**src/rtl/mcs4_timing_sequencer_pkg.sv**
```systemverilog
// rtl/mcs4_timing_sequencer_pkg.sv - shared slot constants, phase defaults and state types
package mcs4_timing_sequencer_pkg;

    localparam int SLOT_A1 = 0;
    localparam int SLOT_A2 = 1;
    localparam int SLOT_A3 = 2;
    localparam int SLOT_M1 = 3;
    localparam int SLOT_M2 = 4;
    localparam int SLOT_X1 = 5;
    localparam int SLOT_X2 = 6;
    localparam int SLOT_X3 = 7;

    localparam int DEF_NUM_SLOTS = 8;
    localparam int DEF_PH1_CYC   = 2;
    localparam int DEF_PH2_CYC   = 2;
    localparam int DEF_GAP_CYC   = 1;

    typedef enum logic {
        PH_IDLE = 1'b0,
        PH_RUN  = 1'b1
    } phase_state_e;

    // One sysclk period of the two-phase clock: each phase is followed by its own gap.
    function automatic int period_of(input int ph1, input int ph2, input int gap);
        return ph1 + gap + ph2 + gap;
    endfunction

endpackage

```
**src/rtl/mcs4_timing_sequencer_if.sv**
```systemverilog
// rtl/mcs4_timing_sequencer_if.sv - control inputs and timing outputs of the sequencer
interface mcs4_timing_sequencer_if #(
    parameter int NUM_SLOTS = 8
);
    localparam int IDX_W = (NUM_SLOTS > 1) ? $clog2(NUM_SLOTS) : 1;

    logic                 enable;
    logic                 slave_mode;
    logic                 sync_in;
    logic                 clk1;
    logic                 clk2;
    logic [NUM_SLOTS-1:0] slot;
    logic [IDX_W-1:0]     slot_idx;
    logic                 sync_out;
    logic                 locked;
    logic                 resync_err;

    modport master (
        input  enable, slave_mode, sync_in,
        output clk1, clk2, slot, slot_idx, sync_out, locked, resync_err
    );

    modport slave (
        output enable, slave_mode, sync_in,
        input  clk1, clk2, slot, slot_idx, sync_out, locked, resync_err
    );

endinterface

```
**src/rtl/mcs4_timing_sequencer_clock_phase_gen.sv**
```systemverilog
// rtl/mcs4_timing_sequencer_clock_phase_gen.sv - IDLE/RUN control, position counter and clk1/clk2 generation
module clock_phase_gen
    import mcs4_timing_sequencer_pkg::*;
#(
    parameter int PH1_CYC = DEF_PH1_CYC,
    parameter int PH2_CYC = DEF_PH2_CYC,
    parameter int GAP_CYC = DEF_GAP_CYC
) (
    input  logic i_clk,
    input  logic i_rst_n,
    input  logic i_enable,
    output logic o_clk1,
    output logic o_clk2,
    output logic o_period_end,
    output logic o_run
);

    localparam int PERIOD = period_of(PH1_CYC, PH2_CYC, GAP_CYC);
    localparam int P_W    = $clog2(PERIOD);

    localparam logic [P_W-1:0] P_PH1_END = P_W'(PH1_CYC - 1);
    localparam logic [P_W-1:0] P_PH2_BEG = P_W'(PH1_CYC + GAP_CYC);
    localparam logic [P_W-1:0] P_PH2_END = P_W'(PH1_CYC + GAP_CYC + PH2_CYC - 1);
    localparam logic [P_W-1:0] P_LAST    = P_W'(PERIOD - 1);

    generate
        if (PH1_CYC < 1) begin : g_bad_ph1
            $error("PH1_CYC must be >= 1");
        end
        if (PH2_CYC < 1) begin : g_bad_ph2
            $error("PH2_CYC must be >= 1");
        end
        if (GAP_CYC < 1) begin : g_bad_gap
            $error("GAP_CYC must be >= 1");
        end
    endgenerate

    phase_state_e   r_state;
    logic [P_W-1:0] r_p;
    logic           r_clk1;
    logic           r_clk2;
    logic           r_period_end;
    logic [P_W-1:0] w_p_next;

    always_comb begin
        w_p_next = r_p + P_W'(1);
    end

    // Outputs are decoded from the position being entered so they line up with r_p.
    always_ff @(posedge i_clk or negedge i_rst_n) begin
        if (!i_rst_n) begin
            r_state      <= PH_IDLE;
            r_p          <= '0;
            r_clk1       <= 1'b0;
            r_clk2       <= 1'b0;
            r_period_end <= 1'b0;
        end else begin
            case (r_state)
                PH_IDLE: begin
                    if (i_enable) begin
                        r_state      <= PH_RUN;
                        r_p          <= '0;
                        r_clk1       <= 1'b1;
                        r_clk2       <= 1'b0;
                        r_period_end <= 1'b0;
                    end
                end
                PH_RUN: begin
                    if (r_period_end) begin
                        r_p          <= '0;
                        r_clk2       <= 1'b0;
                        r_period_end <= 1'b0;
                        if (i_enable) begin
                            r_clk1  <= 1'b1;
                        end else begin
                            r_state <= PH_IDLE;
                            r_clk1  <= 1'b0;
                        end
                    end else begin
                        r_p          <= w_p_next;
                        r_clk1       <= (w_p_next <= P_PH1_END);
                        r_clk2       <= (w_p_next >= P_PH2_BEG) && (w_p_next <= P_PH2_END);
                        r_period_end <= (w_p_next == P_LAST);
                    end
                end
                default: begin
                    r_state <= PH_IDLE;
                    r_p     <= '0;
                    r_clk1  <= 1'b0;
                    r_clk2  <= 1'b0;
                    r_period_end <= 1'b0;
                end
            endcase
        end
    end

    assign o_clk1       = r_clk1;
    assign o_clk2       = r_clk2;
    assign o_period_end = r_period_end;
    assign o_run        = (r_state == PH_RUN);

endmodule

```
**src/rtl/mcs4_timing_sequencer.sv**
```systemverilog
// rtl/mcs4_timing_sequencer.sv - MCS-4 slot ring with master SYNC generation and slave SYNC lock
module mcs4_timing_sequencer
    import mcs4_timing_sequencer_pkg::*;
#(
    parameter int NUM_SLOTS = DEF_NUM_SLOTS,
    parameter int SYNC_SLOT = SLOT_X3,
    parameter int PH1_CYC   = DEF_PH1_CYC,
    parameter int PH2_CYC   = DEF_PH2_CYC,
    parameter int GAP_CYC   = DEF_GAP_CYC
) (
    input  logic                   sysclk,
    input  logic                   rst_n,
    mcs4_timing_sequencer_if.master bus
);

    localparam int IDX_W = (NUM_SLOTS > 1) ? $clog2(NUM_SLOTS) : 1;

    localparam logic [IDX_W-1:0] SYNC_IDX   = IDX_W'(SYNC_SLOT);
    localparam logic [IDX_W-1:0] RESYNC_IDX = IDX_W'((SYNC_SLOT + 1) % NUM_SLOTS);
    localparam logic [IDX_W-1:0] LAST_IDX   = IDX_W'(NUM_SLOTS - 1);

    generate
        if (NUM_SLOTS < 2) begin : g_bad_slots
            $error("NUM_SLOTS must be >= 2");
        end
        if ((SYNC_SLOT < 0) || (SYNC_SLOT >= NUM_SLOTS)) begin : g_bad_sync
            $error("SYNC_SLOT must be in 0..NUM_SLOTS-1");
        end
    endgenerate

    logic w_clk1;
    logic w_clk2;
    logic w_period_end;
    logic w_run;

    clock_phase_gen #(
        .PH1_CYC (PH1_CYC),
        .PH2_CYC (PH2_CYC),
        .GAP_CYC (GAP_CYC)
    ) u_phase (
        .i_clk        (sysclk),
        .i_rst_n      (rst_n),
        .i_enable     (bus.enable),
        .o_clk1       (w_clk1),
        .o_clk2       (w_clk2),
        .o_period_end (w_period_end),
        .o_run        (w_run)
    );

    logic [NUM_SLOTS-1:0] r_slot;
    logic [IDX_W-1:0]     r_slot_idx;
    logic                 r_sync_out;
    logic                 r_locked;
    logic                 r_resync_err;

    logic                 w_start;
    logic                 w_advance;
    logic                 w_at_sync;
    logic                 w_force;
    logic [IDX_W-1:0]     w_next_idx;
    logic [NUM_SLOTS-1:0] w_next_slot;

    // A SYNC seen in the wrong slot means the ring is out of step: jump to the slot after SYNC.
    always_comb begin
        w_start    = !w_run && bus.enable;
        w_advance  = w_period_end && bus.enable;
        w_at_sync  = (r_slot_idx == SYNC_IDX);
        w_force    = bus.slave_mode && bus.sync_in && !w_at_sync;
        w_next_idx = (r_slot_idx == LAST_IDX) ? '0 : (r_slot_idx + IDX_W'(1));
        if (w_force) begin
            w_next_idx = RESYNC_IDX;
        end
        w_next_slot = {{(NUM_SLOTS-1){1'b0}}, 1'b1} << w_next_idx;
    end

    always_ff @(posedge sysclk or negedge rst_n) begin
        if (!rst_n) begin
            r_slot       <= {{(NUM_SLOTS-1){1'b0}}, 1'b1};
            r_slot_idx   <= '0;
            r_sync_out   <= 1'b0;
            r_locked     <= 1'b0;
            r_resync_err <= 1'b0;
        end else begin
            r_resync_err <= 1'b0;
            if (w_advance) begin
                r_slot     <= w_next_slot;
                r_slot_idx <= w_next_idx;
            end
            if (!bus.slave_mode) begin
                if (w_start) begin
                    r_locked   <= 1'b1;
                    r_sync_out <= w_at_sync;
                end else if (w_advance) begin
                    r_sync_out <= (w_next_idx == SYNC_IDX);
                end
            end else begin
                r_sync_out <= 1'b0;
                // Lock bookkeeping runs at every period end, even when the ring parks.
                if (w_period_end) begin
                    if (bus.sync_in && w_at_sync) begin
                        r_locked <= 1'b1;
                    end else if (bus.sync_in) begin
                        r_locked     <= 1'b0;
                        r_resync_err <= r_locked;
                    end else if (w_at_sync && r_locked) begin
                        r_locked     <= 1'b0;
                        r_resync_err <= 1'b1;
                    end
                end
            end
        end
    end

    assign bus.clk1       = w_clk1;
    assign bus.clk2       = w_clk2;
    assign bus.slot       = r_slot;
    assign bus.slot_idx   = r_slot_idx;
    assign bus.sync_out   = r_sync_out;
    assign bus.locked     = r_locked;
    assign bus.resync_err = r_resync_err;

endmodule
```
**src/flat_wrapper.sv**
```systemverilog
// flat-port wrapper written by rule: the top's interface ports become plain ports
module mcs4_timing_sequencer_flat import mcs4_timing_sequencer_pkg::*;
#(
    parameter int NUM_SLOTS = DEF_NUM_SLOTS,
    parameter int SYNC_SLOT = SLOT_X3,
    parameter int PH1_CYC   = DEF_PH1_CYC,
    parameter int PH2_CYC   = DEF_PH2_CYC,
    parameter int GAP_CYC   = DEF_GAP_CYC
)
  (sysclk, rst_n, bus_enable, bus_slave_mode, bus_sync_in, bus_clk1, bus_clk2, bus_slot, bus_slot_idx, bus_sync_out, bus_locked, bus_resync_err);
  mcs4_timing_sequencer_if #(.NUM_SLOTS(NUM_SLOTS)) bus_i ();
  input  logic sysclk;
  input  logic rst_n;
  input wire logic [$bits(bus_i.enable)-1:0] bus_enable;
  input wire logic [$bits(bus_i.slave_mode)-1:0] bus_slave_mode;
  input wire logic [$bits(bus_i.sync_in)-1:0] bus_sync_in;
  output wire logic [$bits(bus_i.clk1)-1:0] bus_clk1;
  output wire logic [$bits(bus_i.clk2)-1:0] bus_clk2;
  output wire logic [$bits(bus_i.slot)-1:0] bus_slot;
  output wire logic [$bits(bus_i.slot_idx)-1:0] bus_slot_idx;
  output wire logic [$bits(bus_i.sync_out)-1:0] bus_sync_out;
  output wire logic [$bits(bus_i.locked)-1:0] bus_locked;
  output wire logic [$bits(bus_i.resync_err)-1:0] bus_resync_err;
  assign bus_i.enable = bus_enable;
  assign bus_i.slave_mode = bus_slave_mode;
  assign bus_i.sync_in = bus_sync_in;
  assign bus_clk1 = bus_i.clk1;
  assign bus_clk2 = bus_i.clk2;
  assign bus_slot = bus_i.slot;
  assign bus_slot_idx = bus_i.slot_idx;
  assign bus_sync_out = bus_i.sync_out;
  assign bus_locked = bus_i.locked;
  assign bus_resync_err = bus_i.resync_err;
  mcs4_timing_sequencer #(.NUM_SLOTS(NUM_SLOTS), .SYNC_SLOT(SYNC_SLOT), .PH1_CYC(PH1_CYC), .PH2_CYC(PH2_CYC), .GAP_CYC(GAP_CYC)) u_core (.sysclk(sysclk), .rst_n(rst_n), .bus(bus_i));
endmodule
```
**config.mk**
```make
export PLATFORM = sky130hd
export DESIGN_NAME = mcs4_timing_sequencer_flat
export DESIGN_NICKNAME = d
export VERILOG_FILES = /design/src/rtl/mcs4_timing_sequencer_pkg.sv /design/src/rtl/mcs4_timing_sequencer_if.sv /design/src/rtl/mcs4_timing_sequencer_clock_phase_gen.sv /design/src/rtl/mcs4_timing_sequencer.sv /design/src/flat_wrapper.sv
export SDC_FILE = /design/constraint.sdc
export NUM_CORES = 1
export LEC_CHECK = 0
export BUFFER_PORTS_ARGS = -buffer_cell sky130_fd_sc_hd__buf_2
export CAP_MARGIN = 20
export CORE_ASPECT_RATIO = 1.5
export CORE_MARGIN = 3
export CORE_UTILIZATION = 50
export DETAILED_ROUTE_END_ITERATION = 8
export PLACE_DENSITY = 0.74
export REMOVE_ABC_BUFFERS = 1
export SKIP_CTS_REPAIR_TIMING = 1
export SYNTH_ARGS = -nofsm -noshare
export SYNTH_HDL_FRONTEND = slang
export SYNTH_SLANG_ARGS = --single-unit
```
**constraint.sdc**
```tcl
create_clock -name sysclk -period 2.1 [get_ports sysclk]
set_clock_uncertainty 0.05 [all_clocks]
set_input_delay 0.21 -clock sysclk [delete_from_list [all_inputs] [get_ports sysclk]]
set_output_delay 0.21 -clock sysclk [all_outputs]
set_load 0.05 [all_outputs]
```
# --- Word-level counts from Yosys, hierarchy flattened ---
# Index checks and enable logic that the tools add are counted.
op_classes:
  n_eq_ne: 6
  n_addsub: 2
  n_lt_le_gt_ge: 3
  reduce_logical: 12
  shifts: 1
  bitwise: 1
  n_mux: 30
op_table:
  columns: ["op", "n"]
  rows:
  - ["$mux W1", 21]
  - ["$mux W3", 4]
  - ["$eq A3 B3 Y1 const B", 3]
  - ["$pmux W1 S2", 4]
  - ["$shl A1 B3 Y8 const A", 1]
  - ["$logic_and A1 B1 Y1", 7]
  - ["$add A3 B1 Y3 const B", 2]
  - ["$pmux W3 S2", 1]
  - ["$ne A4 B1 Y1 const B", 1]
  - ["$ge A3 B2 Y1 const B", 1]
  - ["$le A3 B1 Y1 const B", 1]
  - ["$le A3 B3 Y1 const B", 1]
  - ["$reduce_and A3 Y1", 1]
  - ["$reduce_bool A3 Y1", 1]
  - ["$logic_not A1 Y1", 2]
  - ["$ne A2 B1 Y1 const B", 1]
  - ["$ne A2 B2 Y1 const B", 1]
  - ["$reduce_bool A2 Y1", 1]
  - ["$not A1 Y1", 1]
word_totals:
  out_inout_bits: 16
  inputBits: 5
  elab_cells: 65
  ff_bits: 21

# --- Depth between registers and ports, before layout ---
depth:
  ltp_word: 8
  mapped_depth: 6
  ltp_nobuf: 6

# --- By module ---
# A second synthesis with hierarchy kept.
hier_totals:
  cells_unflattened: 100
  area_unflattened_um2: 1007.2
modules_own_cells:
  columns: ["mod", "instances", "seq_area_each_um2", "area_each_um2", "cells_per_inst"]
  rows:
  - ["mcs4_timing_sequencer", 1, 351.6, 653.1, 66]
  - ["clock_phase_gen", 1, 175.2, 354.1, 34]

# --- Worst setup path after synthesis ---
# No wires, ideal clock.
synth_path:
  kind: "flip-flop to flip-flop"
  startpoint: "reg u_core.r_slot_idx[0] (netlist: u_core.bus.slot_idx[0])"
  endpoint: "reg u_core.r_sync_out (netlist: u_core.bus.sync_out)"
  t_required_ps: 1956
  path_stages_with_launch: 6
  setup_ps: 94
  setup_slack_ps: 84
  t_arrival_ps: 1872
  n_path_buf: 0
  path_cell_list: "dfrtp_1 ha_1 ha_1 nand4_2 or3_1 a221oi_2"
synth_via:
  elab_chain_len: 8
  word_cells_on_any_way: 10
synth_rtl:
  columns: ["item", "line", "rtl"]
  rows:
  - ["from (decl)", "mcs4_timing_sequencer.sv:51", "logic [IDX_W-1:0] r_slot_idx;"]
  - ["from (signal assigned)", "mcs4_timing_sequencer.sv:87", "r_slot_idx <= w_next_idx;"]
  - ["parallel branches: the longest is 6 deep, another holds $add A3 B1 Y3", null, null]
  - ["$mux W1 *", "mcs4_timing_sequencer.sv:90", "if (w_start) begin"]
  - ["$mux W1 *", "mcs4_timing_sequencer.sv:89", "if (!bus.slave_mode) begin"]
  - ["to (signal assigned)", "mcs4_timing_sequencer.sv:92", "r_sync_out <= w_at_sync;"]
  - ["to (signal assigned)", "mcs4_timing_sequencer.sv:94", "r_sync_out <= (w_next_idx == SYNC_IDX);"]
  - ["to (decl)", "mcs4_timing_sequencer.sv:52", "logic r_sync_out;"]
# Mark *: on every way between the ends. The select of a mux whose other input is x is not followed.
# A chain may end at the register's enable or synchronous reset.

# --- Worst setup path in the final report ---
# Ends and elaborated chain as after synthesis.

==> impl_metrics.env <==
export IMPL_hold_class="in -> reg"
export IMPL_htreeDepth=1
export IMPL_diodes=0
export IMPL_seq_area_frac_synth_pct=51.7
export IMPL_crit_path_start_kind="register"
export IMPL_viasPerCell=5.53
export IMPL_synth_area_leaders="dfrtp_1, o21ai_0, ha_1, nand2_1, dfstp_2"
export IMPL_grt_pass1_vias=804
export IMPL_synth_common_cells="dfrtp_1, nand2_1, o21ai_0, ha_1, inv_1"
export IMPL_clk_path_buf_depth=2
export IMPL_synth_top_cell_area_share_pct=49.1
export IMPL_finalWorstSetupSlack_ps=200
export IMPL_antenna_found_initial=0
export IMPL_synth_seq_cells=21
export IMPL_hold_viol_final=0
export IMPL_clk_pin_slew_ps=120
export IMPL_rows=19
export IMPL_status="completed"
export IMPL_final_core_util_pct=61.5
export IMPL_crit_type="reg -> reg"
export IMPL_drive_above_1_share_pct=21.6
export IMPL_yosys_area_top_type="dfrtp_1"
export IMPL_placed_cell_area_um2=1120
export IMPL_drt_first_pass_iters=4
export IMPL_routed_wl_mm=1.97
export IMPL_preCtsSetupSlack_ps=219
export IMPL_ir_drop_uv=916
export IMPL_tns_ps=0
export IMPL_switching_share_pct=50.9
export IMPL_port_buffers=20
export IMPL_crit_path_start="u_core.bus.slot_idx[0]$_DFFE_PN0P_"
export IMPL_drc_errors=0
export IMPL_numClockSinks=21
export IMPL_die_y_um=61.3
export IMPL_p_comb_share_pct=54.1
export IMPL_fmax_mhz=526
export IMPL_wl_per_cell_um=13.5
export IMPL_synth_edf_count=0
export IMPL_arrival_ps=2070
export IMPL_final_nets=137
export IMPL_yosys_warnings=0
export IMPL_dr_first_iter_drc_count=17
export IMPL_finalInstanceArea_um2=1150
export IMPL_grt_total_usage_pct=16.9
export IMPL_start_util_pct=54.2
export IMPL_dp_hpwl_mm=1.51
export IMPL_period_needed_ps=1900
export IMPL_leakagePower_nw=0.561
export IMPL_core_area_um2=1880
export IMPL_worstMarginPinSlew_ps=565
export IMPL_netlist_instances=104
export IMPL_r2r_start="u_core.bus.slot_idx[0]$_DFFE_PN0P_"
export IMPL_grt_pass1_wl_mm=3.45
export IMPL_end_kind="register"
export IMPL_cts_tree="built"
export IMPL_synth_area_um2=1020
export IMPL_syn_avg_cell_area_um2=9.79
export IMPL_p_seq_share_pct=35.8
export IMPL_setup_violations_final=0
export IMPL_grt_max_degree=22
export IMPL_drv_cap=0
export IMPL_cts_root_buffer="clkbuf_4"
export IMPL_ant_nets=0
export IMPL_die_area_um2=2630
export IMPL_grt_overflow=0
export IMPL_power_density_nw_per_um2=1660
export IMPL_synthToLayoutAreaGrowth_pct=13.4
export IMPL_switchingPower_mw=0.977
export IMPL_die_w_um=42.9
export IMPL_ys_flop_type="dfrtp_1"
export IMPL_fin_crit_sh_pct=90.5
export IMPL_clock_latency_ps=300
export IMPL_cp_required_ps=2270
export IMPL_hold_start="bus_slave_mode"
export IMPL_ios=21
export IMPL_ys_types=30
export IMPL_dr_total_vias=808
export IMPL_relSlewSlack_pct=62.3
export IMPL_p_int_mw=0.944
export IMPL_numCtsBuffers=3
export IMPL_path_max_fanout=6
export IMPL_async_flop_share_pct=100
export IMPL_rsz0062_at_grt="false"
export IMPL_place_congestion=0.737
export IMPL_p_clk_share_pct=10.1
export IMPL_drv_slew=0
==> path summary, 6_finish.rpt <==
kind                                                    to  slack [ps]  depth (start not counted)
max                        u_core.bus.sync_out$_DFFE_PN0P_         200                          5
min                        u_core.bus.sync_out$_DFFE_PN0P_          50                          2
max reg2reg                u_core.bus.sync_out$_DFFE_PN0P_         200                          5
min reg2reg                 u_core.bus.slot[4]$_DFFE_PN0P_         440                          2
max in group asynchronous   u_core.bus.slot[0]$_DFFE_PN1P_        1320                          2
min in group asynchronous   u_core.bus.slot[5]$_DFFE_PN0P_         340                          2
==> power by group through the flow <==
| stage | sequential, mW | combinational (mW) | clock, mW |
|---|---|---|---|
| global route | 0.716 | 1.14 | 0.218 |
| detailed placement | 0.700 | 1.05 | 0 |
| floorplan | 1.05 | 0.442 | 0 |
| CTS | 0.693 | 1.04 | 0.201 |
| global placement | 0.689 | 1.02 | 0 |
| finish | 0.689 | 1.04 | 0.194 |
==> logic make-up (layout without fill, tap and decap cells) <==
logic type / after synthesis / after routing / synth area share, %
AO/OA/AOI/OAI: 28 / 28 / 17.4
XOR/XNOR: 1 / 1 / 0.860
adder cells (fa/ha/maj): 6 / 6 / 7.37
flip-flops: 21 / 21 / 51.7
AND/OR/NAND/NOR: 38 / 38 / 17.7
buffers and inverters: 10 / 31 / 4.91
==> per-layer routing <==
metal,GRT usage [%],vias up,part of all wire [%]
li1,-,403,-
met1,19.1,389,42
met2,33.0,14,54
met3,1.75,2,2.9
met4,5.33,0,0.71
met5,0,-,0
==> worst max-delay path, stage by stage, from the launching register on <==
cell	delay [ps]
dfrtp_1	450
ha_1	220
ha_1	370
nand4_2	140
or3_1	360
a221oi_2	230
==> state kept, by name (all words and copies together), names as in the netlist <==
name,cells
u_core.bus.slot,8
u_core.bus.slot_idx,3
u_core.u_phase.r_p,3
u_core.bus.locked,1
u_core.bus.resync_err,1
u_core.bus.sync_out,1
u_core.u_phase.o_clk1,1
u_core.u_phase.o_clk2,1
u_core.u_phase.o_period_end,1
u_core.u_phase.o_run,1
==> metrics by stage <==
step	hold WS [ps]	power, mW	std cells
2_1_floorplan	-136	1.49	100
5_1_grt	42.3	2.07	146
4_1_cts	-196	1.94	145
6_report	45.3	1.92	146
3_3_place_gp	133	1.71	141
3_5_place_dp	143	1.75	141
==> cells in the final DEF (no fill, tap or decap), drive strengths merged, types with 2 or more instances in the layout <==
| cell | synthesis | routed |
|---|---|---|
| nor2b | 4 | 4 |
| nand2b | 3 | 3 |
| ha | 6 | 6 |
| a21oi | 2 | 2 |
| nor2 | 5 | 5 |
| dfrtp | 20 | 20 |
| inv | 6 | 6 |
| buf | 3 | 20 |
| clkbuf | 1 | 3 |
| nand2 | 20 | 20 |
| o21ai | 17 | 17 |
==> cell type report <==
cell class	instances	area, um^2
tap	21	26.3
clock buffer	3	22.5
sequential	21	527
fill	173	723
multi-input combinational	73	442
timing repair buffer	21	110
clock inverter	1	5.00
inverter	6	22.5
Power figures use the tool's default switching activity.
